--- src/rtl/mem_arb.sv ---
// rtl/mem_arb.sv - single-RAM arbiter/sequencer between instruction fetch and load/store
module mem_arb #(
    parameter int AW         = 32,
    parameter int DW         = 32,
    parameter int RAM_LAT    = 1,
    parameter int STARVE_MAX = 3
) (
    input  logic          i_clk,
    input  logic          i_rst,

    // instruction-fetch requester
    input  logic          i_f_req,
    input  logic [AW-1:0] i_f_addr,
    output logic          o_f_ack,
    output logic [DW-1:0] o_f_data,

    // load/store requester
    input  logic          i_d_req,
    input  logic          i_d_we,
    input  logic [AW-1:0] i_d_addr,
    input  logic [DW-1:0] i_d_wdata,
    output logic          o_d_ack,
    output logic [DW-1:0] o_d_rdata,

    // shared RAM port
    output logic [1:0]    o_ram_do,
    output logic [AW-1:0] o_ram_addr,
    output logic [DW-1:0] o_ram_val,
    input  logic [DW-1:0] i_ram_val,

    output logic          o_busy
);

    localparam logic [1:0] RAM_NONE  = 2'b00;
    localparam logic [1:0] RAM_READ  = 2'b01;
    localparam logic [1:0] RAM_WRITE = 2'b10;

    // counters sized for the legal parameter ranges (latency 1..4, starve 1..15)
    localparam logic [2:0] LAT_C    = 3'(RAM_LAT);
    localparam logic [3:0] STARVE_C = 4'(STARVE_MAX);

    typedef enum logic [1:0] {
        S_IDLE,
        S_ISSUE,
        S_WAIT,
        S_ACK
    } state_t;

    state_t        state_q, state_d;
    logic          owner_q, owner_d;      // 1 = data port owns the transaction
    logic          we_q, we_d;            // latched store flag
    logic [3:0]    starve_q, starve_d;    // consecutive data grants while fetch waits
    logic [2:0]    wait_q, wait_d;        // remaining RAM read latency cycles
    logic [1:0]    ram_do_q, ram_do_d;
    logic [AW-1:0] ram_addr_q, ram_addr_d;
    logic [DW-1:0] ram_val_q, ram_val_d;
    logic          f_ack_q, f_ack_d;
    logic          d_ack_q, d_ack_d;
    logic [DW-1:0] f_data_q, f_data_d;
    logic [DW-1:0] d_rdata_q, d_rdata_d;
    logic          busy_q, busy_d;

    logic          grant_d;               // arbitration result in IDLE: 1 = data

    // state and output registers; reset drops any in-flight transaction
    always_ff @(posedge i_clk or posedge i_rst) begin
        if (i_rst) begin
            state_q    <= S_IDLE;
            owner_q    <= 1'b0;
            we_q       <= 1'b0;
            starve_q   <= '0;
            wait_q     <= '0;
            ram_do_q   <= RAM_NONE;
            ram_addr_q <= '0;
            ram_val_q  <= '0;
            f_ack_q    <= 1'b0;
            d_ack_q    <= 1'b0;
            f_data_q   <= '0;
            d_rdata_q  <= '0;
            busy_q     <= 1'b0;
        end else begin
            state_q    <= state_d;
            owner_q    <= owner_d;
            we_q       <= we_d;
            starve_q   <= starve_d;
            wait_q     <= wait_d;
            ram_do_q   <= ram_do_d;
            ram_addr_q <= ram_addr_d;
            ram_val_q  <= ram_val_d;
            f_ack_q    <= f_ack_d;
            d_ack_q    <= d_ack_d;
            f_data_q   <= f_data_d;
            d_rdata_q  <= d_rdata_d;
            busy_q     <= busy_d;
        end
    end

    // arbitration: data wins unless fetch has been passed over STARVE_MAX times in a row
    always_comb begin
        grant_d = 1'b0;
        if (i_d_req && !i_f_req) begin
            grant_d = 1'b1;
        end else if (i_d_req && i_f_req && (starve_q < STARVE_C)) begin
            grant_d = 1'b1;
        end
    end

    // next-state logic; every output is computed one cycle ahead so it leaves a flop
    always_comb begin
        state_d    = state_q;
        owner_d    = owner_q;
        we_d       = we_q;
        starve_d   = starve_q;
        wait_d     = wait_q;
        ram_do_d   = RAM_NONE;
        ram_addr_d = ram_addr_q;
        ram_val_d  = ram_val_q;
        f_ack_d    = 1'b0;
        d_ack_d    = 1'b0;
        f_data_d   = f_data_q;
        d_rdata_d  = d_rdata_q;

        case (state_q)
            S_IDLE: begin
                if (i_f_req || i_d_req) begin
                    owner_d = grant_d;
                    we_d    = grant_d && i_d_we;
                    // only a data grant that bypassed a waiting fetch counts toward starvation
                    if (grant_d && i_f_req) begin
                        starve_d = starve_q + 4'd1;
                    end else begin
                        starve_d = '0;
                    end
                    // command registers go live during ISSUE
                    ram_do_d   = (grant_d && i_d_we) ? RAM_WRITE : RAM_READ;
                    ram_addr_d = grant_d ? i_d_addr : i_f_addr;
                    ram_val_d  = (grant_d && i_d_we) ? i_d_wdata : '0;
                    state_d    = S_ISSUE;
                end
            end

            S_ISSUE: begin
                if (we_q) begin
                    // stores complete without waiting on the RAM
                    d_ack_d = owner_q;
                    f_ack_d = !owner_q;
                    state_d = S_ACK;
                end else begin
                    wait_d  = LAT_C;
                    state_d = S_WAIT;
                end
            end

            S_WAIT: begin
                wait_d = wait_q - 3'd1;
                // the counter reads 1 exactly in the cycle the RAM presents read data
                if (wait_q == 3'd1) begin
                    if (owner_q) begin
                        d_rdata_d = i_ram_val;
                    end else begin
                        f_data_d = i_ram_val;
                    end
                    d_ack_d = owner_q;
                    f_ack_d = !owner_q;
                    state_d = S_ACK;
                end
            end

            S_ACK: begin
                // requests are not sampled here so a held req cannot be served twice
                state_d = S_IDLE;
            end

            default: begin
                state_d = S_IDLE;
            end
        endcase

        busy_d = (state_d != S_IDLE);
    end

    assign o_f_ack    = f_ack_q;
    assign o_f_data   = f_data_q;
    assign o_d_ack    = d_ack_q;
    assign o_d_rdata  = d_rdata_q;
    assign o_ram_do   = ram_do_q;
    assign o_ram_addr = ram_addr_q;
    assign o_ram_val  = ram_val_q;
    assign o_busy     = busy_q;

endmodule

--- config.mk ---
export PLATFORM = sky130hd
export DESIGN_NAME = mem_arb
export DESIGN_NICKNAME = d
export VERILOG_FILES = /design/src/rtl/mem_arb.sv
export SDC_FILE = /design/constraint.sdc
export NUM_CORES = 1
export LEC_CHECK = 0
export CELL_PAD_IN_SITES_DETAIL_PLACEMENT = 1
export CELL_PAD_IN_SITES_GLOBAL_PLACEMENT = 1
export CORE_MARGIN = 3
export CORE_UTILIZATION = 28
export CTS_CLUSTER_SIZE = 8
export DETAILED_ROUTE_END_ITERATION = 8
export GPL_ROUTABILITY_DRIVEN = 1
export MAX_ROUTING_LAYER = met4
export PLACE_DENSITY_LB_ADDON = 0.1
export SYNTH_ARGS = -nofsm -noshare
export SYNTH_HDL_FRONTEND = slang
export SYNTH_SLANG_ARGS = --single-unit
--- constraint.sdc ---
create_clock -name i_clk -period 4.6 [get_ports i_clk]
set_clock_uncertainty 0.1 [all_clocks]
set_input_delay 0.46 -clock i_clk [delete_from_list [all_inputs] [get_ports i_clk]]
set_output_delay 0.46 -clock i_clk [all_outputs]
set_load 0.01 [all_outputs]
## Word level (Yosys, flattened, before mapping)

Cells that the tools add are included.

| word-level totals | value |
|---|---|
| register bits | 144 |
| bits of input ports | 133 |
| output and inout port bits | 133 |
| word-level logic and storage cells | 57 |

| cells by class | value |
|---|---|
| add/subtract/negate cells | 2 |
| order comparisons | 1 |
| equal/unequal tests | 5 |
| multiplexer cells | 20 |
| bitwise gates (word level) | 1 |
| reductions and logical operators | 15 |

Operators with widths:

| kind | number |
|---|---|
| two-way mux 32 bit | 2 |
| two-way mux 2 bit | 5 |
| one-hot mux 2 bit (4 select lines) | 1 |
| two-way mux 1 bit | 7 |
| one-hot mux 3 bit (2 select lines) | 1 |
| AND reduction 3 bit | 2 |
| logical AND 1 bit | 5 |
| adder 4 x 1 -> 4 bit (second input constant) | 1 |
| equality test 2 bit (second input constant) | 2 |
| less-than comparator 4 x 2 -> 1 bit (second input constant) | 1 |
| two-way mux 4 bit | 1 |
| one-hot mux 1 bit (2 select lines) | 2 |
| AND reduction 2 bit | 2 |
| nonzero test 2 bit | 2 |
| equality test 3 x 1 -> 1 bit (second input constant) | 1 |
| two-way mux 3 bit | 1 |
| subtractor 3 x 1 -> 3 bit (second input constant) | 1 |
| equality test 2 x 1 -> 1 bit (second input constant) | 1 |
| zero test 1 bit | 2 |
| zero test 2 bit | 1 |
| != test 2 bit (second input constant) | 1 |
| logical OR 1 bit | 1 |
| NOT 1 bit | 1 |

## Longest topological paths before layout

Gate-level depths: netlist (run 1).

| logic depth | value |
|---|---|
| depth in word-level cells | 8 |
| depth in mapped cells | 8 |

## Least setup slack after synthesis (run 1)

OpenSTA, ideal clock, no wires.

| path | value |
|---|---|
| path kind | flip-flop to flip-flop |
| start point | register state_q[0] |
| end point | register f_data_q[20], in the netlist o_f_data[20] |
| library setup time | 0.125 ns |
| arrival time | 1.581 ns |
| data required time | 4.375 ns |
| setup slack | 2.794 ns |
| stages on the path, launching flop included | 7 |
| buffers on the path | 2 |
| period minus slack after synthesis | 1.806 ns |
| path through | dfrtp_1 -> inv_1 -> ha_1 -> and3_1 -> clkbuf_1 -> buf_2 -> mux2_2 |

| between the ends | value |
|---|---|
| cells in the longest elaborated chain, start to end | 2 |

Ends and longest elaborated chain:

| what | RTL line | RTL |
|---|---|---|
| from (decl) | 49 | `state_t state_q, state_d;` |
| from (signal assigned) | 82 | `state_q <= state_d;` |
| equality test 2 bit | 123 | `case (state_q)` |
| AND reduction 3 bit (no line) | -- |  |
| to (signal assigned) | 92 | `f_data_q <= f_data_d;` |
| to (decl) | 59 | `logic [DW-1:0] f_data_q, f_data_d;` |

No other way between the ends.
A chain may end at the register's enable or synchronous reset.

## Worst setup path after layout (run 1)

| path | value |
|---|---|
| start point | input i_d_req |
| end point | register ram_addr_q[13], in the netlist o_ram_addr[13] |

| between the ends | value |
|---|---|
| cells in the longest elaborated chain, start to end | 5 |
| elaborated cells between the ends (all ways) | 8 |
| those cells by class | 3 x mux; 5 x reduce/logical |

Ends and longest elaborated chain:

| what | RTL line | RTL |
|---|---|---|
| from (decl) | 18 | `input logic i_d_req,` |
| logical AND 1 bit (2 in a row) | 103 | `end else if (i_d_req && i_f_req && (starve_q < STARVE_C)) begin` |
| two-way mux 1 bit | 103 |  |
| two-way mux 1 bit | 101 | `if (i_d_req && !i_f_req) begin` |
| two-way mux 32 bit | 136 | `ram_addr_d = grant_d ? i_d_addr : i_f_addr;` |
| to (signal assigned) | 88 | `ram_addr_q <= ram_addr_d;` |
| to (decl) | 55 | `logic [AW-1:0] ram_addr_q, ram_addr_d;` |

Several ways; a longest one is shown, not always the timed one.

==> results of run 1 <==
-- power groups by stage --
stage               clock network [uW]  registers (uW)  logic, uW
global placement                     0            2120       2560
floorplan                            0            2360        909
finish                            1450            2120       2580
CTS                               1490            2130       2640
detailed placement                   0            2140       2620
global route                      1550            2200       2790
-- per-stage QoR --
| stage | hold WS, ps | instance area (um^2) | instances | total power, uW | setup slack [ps] |
|---|---|---|---|---|---|
| final | 350 | 9170 | 994 | 6150 | 2200 |
| after floorplan | 325 | 5640 | 453 | 3270 | 174 |
| after global routing | 369 | 9170 | 994 | 6550 | 2060 |
| after global placement | 337 | 8550 | 962 | 4670 | 1810 |
| after CTS | 355 | 9170 | 994 | 6250 | 2220 |
| after detailed placement | 345 | 8550 | 962 | 4770 | 1780 |
-- path summary, 6_finish.rpt --
check                            endpoint  slack [ps]   startpoint
min in group asynchronous    o_d_rdata[9]         500        i_rst
max                        o_ram_addr[13]        2200      i_d_req
max reg2reg                o_ram_addr[19]        2370  starve_q[0]
min                               o_f_ack         350      owner_q
min reg2reg                       o_f_ack         350      owner_q
max in group asynchronous    o_f_data[26]        2950        i_rst
-- kinds of logic after synthesis --
family	Yosys count	share of synthesized area, %
buf+inv	37	3.26
flops	144	63.8
simple gates	88	6.30
mux	64	12.8
fa+ha+maj	6	1.33
compound gates	114	12.5
-- cells in the final DEF (no fill, tap or decap), drive strengths merged --
cell and n:
a21o 1, a21oi 66, a22o 33, a22oi 1, and2 4, and3 2, buf 8, bufinv 3
clkbuf 19, clkdlybuf4s50 265, clkinv 3, clkinvlp 2, dfrtp 144, ha 6, inv 13, mux2 64
nand2 43, nand3 1, nor2 34, nor2b 2, nor3 1, o21a 1, o21ai 10, o22ai 1
o31ai 1, or2 1
-- cells in the mapped netlist (all sizes together) --
library cell	n
dfrtp	144
a21oi	66
mux2	64
nand2	43
nor2	34
a22o	33
buf	15
clkbuf	14
o21ai	10
inv	8
ha	6
and2	4
and3	2
nor2b	2
a21o	1
a22oi	1
nand3	1
nor3	1
o21a	1
o22ai	1
o31ai	1
or2	1
-- layer usage --
metal	global-route usage, %	up-vias
li1	-	2094
met4	5.03	0
met2	27.6	178
met3	5.98	20
met5	-	-
met1	19.6	2260
-- flip-flops by register name, indices dropped and copies added (netlist names), 2 cells and up --
signal,flops
o_d_rdata,32
o_f_data,32
o_ram_addr,32
o_ram_do,2
o_ram_val,32
starve_q,4
state_q,2
wait_q,3
-- final cells by class --
class / count / area [um^2] / area share, %
Sequential cell: 144 / 3600 / 39.3
Timing Repair Buffer: 273 / 2710 / 29.6
Multi-Input combinational cell: 272 / 1870 / 20.4
Clock buffer: 19 / 443 / 4.83
Tap cell: 265 / 332 / 3.62
Clock inverter: 13 / 174 / 1.90
Inverter: 8 / 35.0 / 0.382
==> impl.org, run 1 <==
** Critical path
- Instance count on the critical path :: 5
- Worst-case reg-to-reg path depth :: 5
- Largest fanout on the critical path :: 39
- Data arrives at the worst endpoint at 2640 ps.
- For the worst setup path, the data required time is 4840 ps.
- Traced cell by cell, the critical path runs through clkdlybuf4s50_1, o21ai_4, buf_4, a21oi_1, a21oi_1.
- The number of buffers and inverters on the critical path is 2.
- The worst setup path is launched from an input port.
- By instance count, the cell type seen most on the critical path is sky130_fd_sc_hd__a21oi_1.
- Cell family with the largest share of critical-path delay :: compound AO/OA/AOI/OAI gates
- Among all stages on the critical path, the largest delay is contributed by sky130_fd_sc_hd__o21ai_4.
- The setup path with the least slack is of type in -> reg.
- STA classifies the critical path endpoint as a flop.
- Crit-path max cell delay :: 890 ps

** Layout
- P&R area growth vs syn :: 62.4%
- Final core area utilization :: 46.6%
- Number of inserted filler cells in the final layout :: 2115
- For this run, the post-layout net count is approximately 860.
- Ratio of cells with drive above 1 in the final layout :: 14.4%
- Count of antenna diodes in the layout :: 0

** Power
- Per report_power, the sequential group accounts for 34.5% of the total.
- For this design the ratio of total power to cell area is 671 mW/mm^2.
- Int Pwr :: 4180 uW
- Switching share of total power :: between 30% and 40%
- The worst-case IR drop observed on VDD is 247 uV.
- Relative contribution of the clock network to total power :: 23.5%
- Combinational logic is responsible for between 40% and 50% of the overall power.
- Net switching component of the power :: 1970 uW
- Static leakage power :: 0.00390 uW

** Global routing
- Maximum number of pins on one net before global-route repair :: 100
- The first global-routing pass estimated around 28 mm of wire.
- Overall fraction of global-route tracks in use :: 16.9%
- The number of antenna violations at the first check in global routing was 0.
- Congestion Overflow GR :: 0
- The number of global-route vias before repair was slightly above 5000.

** Hold path
- Hold depth :: 1
- Min-Delay Path Class :: reg -> reg

** Routing
- In the routed layout, each cell is associated on average with a via count of 4.58.
- Detailed routing placed a total of about 1.3 mm of wire on met3.
- Routed wire length :: 18.1 mm
- The count of nets left with antenna violations once routing finished came out at 0.
- In the final routed layout, each cell accounts on average for around 18 um.
- Summing over every cut layer, the via total after detailed routing is 4552.
- Post-Route M1 WL :: 7.62 mm
- The highest layer touched by signal routing is met4.
- DRC violation total after the first TritonRoute iteration :: 113
- Count of TritonRoute iterations in the first routing pass :: 4
- Met2 wire len :: around 9 mm
- Remaining DRCs :: 0

** Die
- The floorplan step set the die height to 148 um.
- I/O pin cnt :: 266
- Area of the die :: 0.0219 mm^2
- The core region is 0.0197 mm^2.
- Site row count :: 51
- Starting utilization of the core area :: 28.7%
- From left edge to right edge, the die measures 148 um.

** Clock network
- TritonCTS built the clock tree.
- Clock latency reported for the late side of the worst-skew pair :: 410 ps
- The clock passes through at most 2 buffers.
- After clock tree synthesis, the flow added hold-fix buffers numbering 0.
- The H-tree generated during clock tree synthesis spans 4 levels.
- Counting every sink on the clock net gives 144.
- Post-CTS repair changed the size of 0 cells.
- Clock-pin slew was measured on the worst setup and hold paths at 70 ps.
- Setup Fix Bufs, Post-CTS :: 0
- CTS placed an instance of sky130_fd_sc_hd__clkbuf_16 at the clock tree root.
- Number of buffers added by the clock tree synthesis step :: 17

** Flow run
- Max-cap violations in this run came to 0.

** STA
- Post-route setup TNS :: 0 ps
- Setup repair after global routing missed its margin :: no
- Max Clock Freq :: 416 MHz
- Period utilisation layout :: 52.2%
- The smallest clock period supported by the final layout is computed as 2400 ps.
- Max-slew headroom :: between 20% and 30%
- The hold violation count in the final report came to 0.
- Setup violations remaining at the end of the flow were counted as 0.
- Fin. max-slew vios :: 0
- Pin slew with the least headroom to its limit :: around 1100 ps

** Synth
- Synthesis handed over a netlist of 453 instances.
- After synthesis the netlist holds a flip-flop and latch count of 144.
- Number of nets in the synthesized netlist :: 592
- By area the synthesized netlist is led by sky130_fd_sc_hd__dfrtp_1 64%, sky130_fd_sc_hd__mux2_2 13%, sky130_fd_sc_hd__a21oi_1 5.9%.
- In this run the mean area of a mapped cell was 12.5 um^2.
- During synthesis, Yosys emitted a total of 0 warnings.
- The biggest area contributor in the post-synthesis netlist is sky130_fd_sc_hd__dfrtp_1.
- Fraction of synthesized cell area taken by the top area cell type :: 63.8%
- For this run, the register share of the synthesized area comes to roughly 64%.
- The mapped netlist covers ~0.0056 mm^2.
- Count of unique library cells instantiated by Yosys :: 27

** Place
- DPL Wire Length :: approximately 13 mm
- Count of input and output buffers :: 265
- The congestion estimate from routability-driven global placement came to 0.767.

** Outcome
- The run finished with clean final reports.
(Power assumes the default switching activity.)
==> inputs of run 2 (changes only) <==
--- a/config.mk
+++ b/config.mk
@@ -8,7 +8,7 @@
 export CELL_PAD_IN_SITES_DETAIL_PLACEMENT = 1
 export CELL_PAD_IN_SITES_GLOBAL_PLACEMENT = 1
 export CORE_MARGIN = 3
-export CORE_UTILIZATION = 28
+export CORE_UTILIZATION = 31
 export CTS_CLUSTER_SIZE = 8
 export DETAILED_ROUTE_END_ITERATION = 8
 export GPL_ROUTABILITY_DRIVEN = 1
==> constraint.sdc (replaced) <==
create_clock -name i_clk -period 2.5 [get_ports i_clk]
set_clock_uncertainty 0.1 [all_clocks]
set_input_delay 0.25 -clock i_clk [delete_from_list [all_inputs] [get_ports i_clk]]
set_output_delay 0.25 -clock i_clk [all_outputs]
set_load 0.01 [all_outputs]
==> impl.org, run 2 (same netlist as run 1, synthesis figures left out) <==
** Outcome
- Run status :: finished, final reports clean

** Routing
- The routed length per instance is 18.9 um (+3.8%).
- Vias/cell :: 4.84 (+5.6%)
- Routed wire length :: 18.2 mm (+0.59%)
- The number of nets with antenna violations after routing is 0 (unchanged).
- The total number of vias is 4658 (+2.3%).
- Remaining DRCs :: 0 (unchanged)
- DRC violation total after the first TritonRoute iteration :: 113 (unchanged)
- Count of TritonRoute iterations in the first routing pass :: 4 (unchanged)

** Critical path
- The worst path required time is 2700 ps (-2140 ps).
- Crit. End Element :: flop
- Series of cell instances along the critical path :: inv_1, ha_1, nor2b_1, and3_1, buf_4, mux2_2
- The slowest stage of the critical path is the sky130_fd_sc_hd__dfrtp_1 cell.
- The maximum cell stage delay along the critical path is 380 ps (-510 ps).
- The data arrival time of the worst path is 2210 ps (-430 ps).
- Path type of the worst setup path :: reg -> reg
- The worst setup path is launched from a flop.
- Largest fanout on the critical path :: 22 (-44%)

** Hold path
- The min-delay analysis places its worst path in the category in -> async.

** Layout
- The utilization after layout was 52.3% (+5.6 points).
- The combined flip-flop and latch cell area came to 0.00360 mm^2 (unchanged).
- Commonest non-fill, non-tap cells in the layout :: 265 x sky130_fd_sc_hd__clkdlybuf4s50_1, 144 x sky130_fd_sc_hd__dfrtp_1, 66 x sky130_fd_sc_hd__a21oi_1
- The layout-stage area growth over the synthesis result came to 62.4% (about the same).
- The layout net count came to 862 (+0.82%).
- The multi-input logic area was 0.00187 mm^2 (unchanged).
- The library cell used most frequently in the layout, excluding fill and tap cells, is sky130_fd_sc_hd__clkdlybuf4s50_1.
- The fraction of layout cells with a size suffix above 1 came to 14.9% (+0.54 points).
- Number of inserted filler cells in the final layout :: 1796 (-15%)

** Clock network
- Max clock buf depth :: 2 (unchanged)
- Clock Pin Slew Worst Setup and Hold Paths :: 60 ps (about the same)
- The insertion delay to the later sink of the worst-skew pair is 410 ps (about the same).
- Sinks on Clock Net :: 144 (unchanged)
- CTS tree :: built
- The total setup buffers inserted after CTS was 0 (unchanged).
- The number of hold-repair buffers added at the cts stage is 0 (unchanged).
- Clock root buffer :: sky130_fd_sc_hd__clkbuf_16
- CTS H-Tree Depth :: 4 (unchanged)
- The count of instances resized after the clock tree is built is 0 (unchanged).
- Number of buffers added by the clock tree synthesis step :: 17 (unchanged)

** STA
- Setup repair after global routing missed its margin :: no
- Min Clock Period, post-route :: 2010 ps
- The number of max-slew violations in the final report was 0 (unchanged).
- Pin slew with the least headroom to its limit :: 432 ps (-712 ps)
- The hold violation count in the final report is 0 (unchanged).
- Static timing analysis puts the maximum clock frequency at slightly below 500 MHz.
- The setup violation total in the final timing report was 0 (unchanged).
- Period utilisation layout :: ~80%
- The final-layout setup total negative slack is 0 ps (unchanged).
- The relative slew slack came to 71.1% (+48 points).
- Worst setup margin :: 489 ps (-1710 ps)

** Place
- DPL Wire Length :: 13.6 mm (+5.5%)
- Setup Slack @ Placement :: 364 ps (-1420 ps)
- The routability congestion estimate is 0.756 (-1.5%).
- Count of input and output buffers :: 265 (unchanged)

** Die
- Starting utilization of the core area :: 32.2% (+3.5 points)
- I/O pin cnt :: 266 (unchanged)
- The number of rows created at floorplan came to 48 (-5.9%).
- The area enclosed by the die boundary came to 0.0199 mm^2 (-9.3%).
- Die span in y :: 141 um (-4.8%)
- The die boundary width was 141 um (-4.8%).
- The area of the core is 0.0175 mm^2 (-11%).

** Power
- Static leakage power :: 0.00391 uW (+0.23%)
- The worst IR drop on VDD is 504 uV (+100%).
- The total power density per cell area came to 1200 mW/mm^2 (+79%).
- Overall power consumption :: 11000 uW (+79%)

** Flow run
- Max cap viols :: 0 (unchanged)

** Global routing
- Maximum number of pins on one net before global-route repair :: 45 (-55%)
- The number of global-route vias before repair is 5249 (+3.0%).
- Wire length of the first global-routing pass :: 28.5 mm (+1.2%)
- Initial antenna violation count :: 2 (+2)
- Overall fraction of global-route tracks in use :: 18.9% (+2.1 points)
- Congestion Overflow GR :: 0 (unchanged)
[run 2: power by group]
part	internal [uW]	switching [uW]	total, uW
Combinational	2780	2060	4840
Sequential	3360	551	3920
Clock	1270	989	2260
Total	7410	3600	11000
[run 2: path summary, 6_finish.rpt]
| kind | start | to | slack [ps] | depth (start not counted) |
|---|---|---|---|---|
| setup / recovery | wait_q[1] | o_f_data[28] | 490 | 6 |
| hold / removal | i_rst | o_ram_do[1] | 30 | 2 |
| setup reg to reg | wait_q[1] | o_f_data[28] | 490 | 6 |
| hold reg to reg | owner_q | o_f_ack | 350 | 1 |
| max in group asynchronous | i_rst | o_f_data[22] | 1770 | 3 |
| min in group i_clk | i_f_addr[29] | o_ram_addr[29] | 280 | 3 |
[run 2: area by class of cell]
type / instances / area share [%]
well taps: 225 / 3.07
repair buffers: 280 / 31.1
clock buffers: 20 / 4.76
multi-input cells: 272 / 20.4
flip-flops and latches: 144 / 39.3
inverters: 8 / 0.368
clock inverters: 12 / 0.955
diodes: 2 / 0.0546
[run 2: worst max-delay path, delay by kind of cell (launching register included)]
family | cells | cell delay [ps]
flops | 1 | 380
fa+ha+maj | 1 | 160
mux | 1 | 380
simple gates | 2 | 460
buf+inv | 2 | 420
[run 2: stage by stage]
stage	cell area [um^2]	cells	hold slack, ps
final	9170	963	31.9
after global routing	9170	963	17.0
after CTS	9160	961	16.3
after detailed placement	8640	929	346
after global placement	8640	929	350
after floorplan	5650	453	237
[run 2: metal layers]
metal	up-vias	share of wire [%]	GRT usage [%]
li1	2125	-	-
met1	2310	41	21.4
met2	192	48	30.7
met3	31	8.9	7.90
met4	0	2.2	5.92
met5	-	0	-
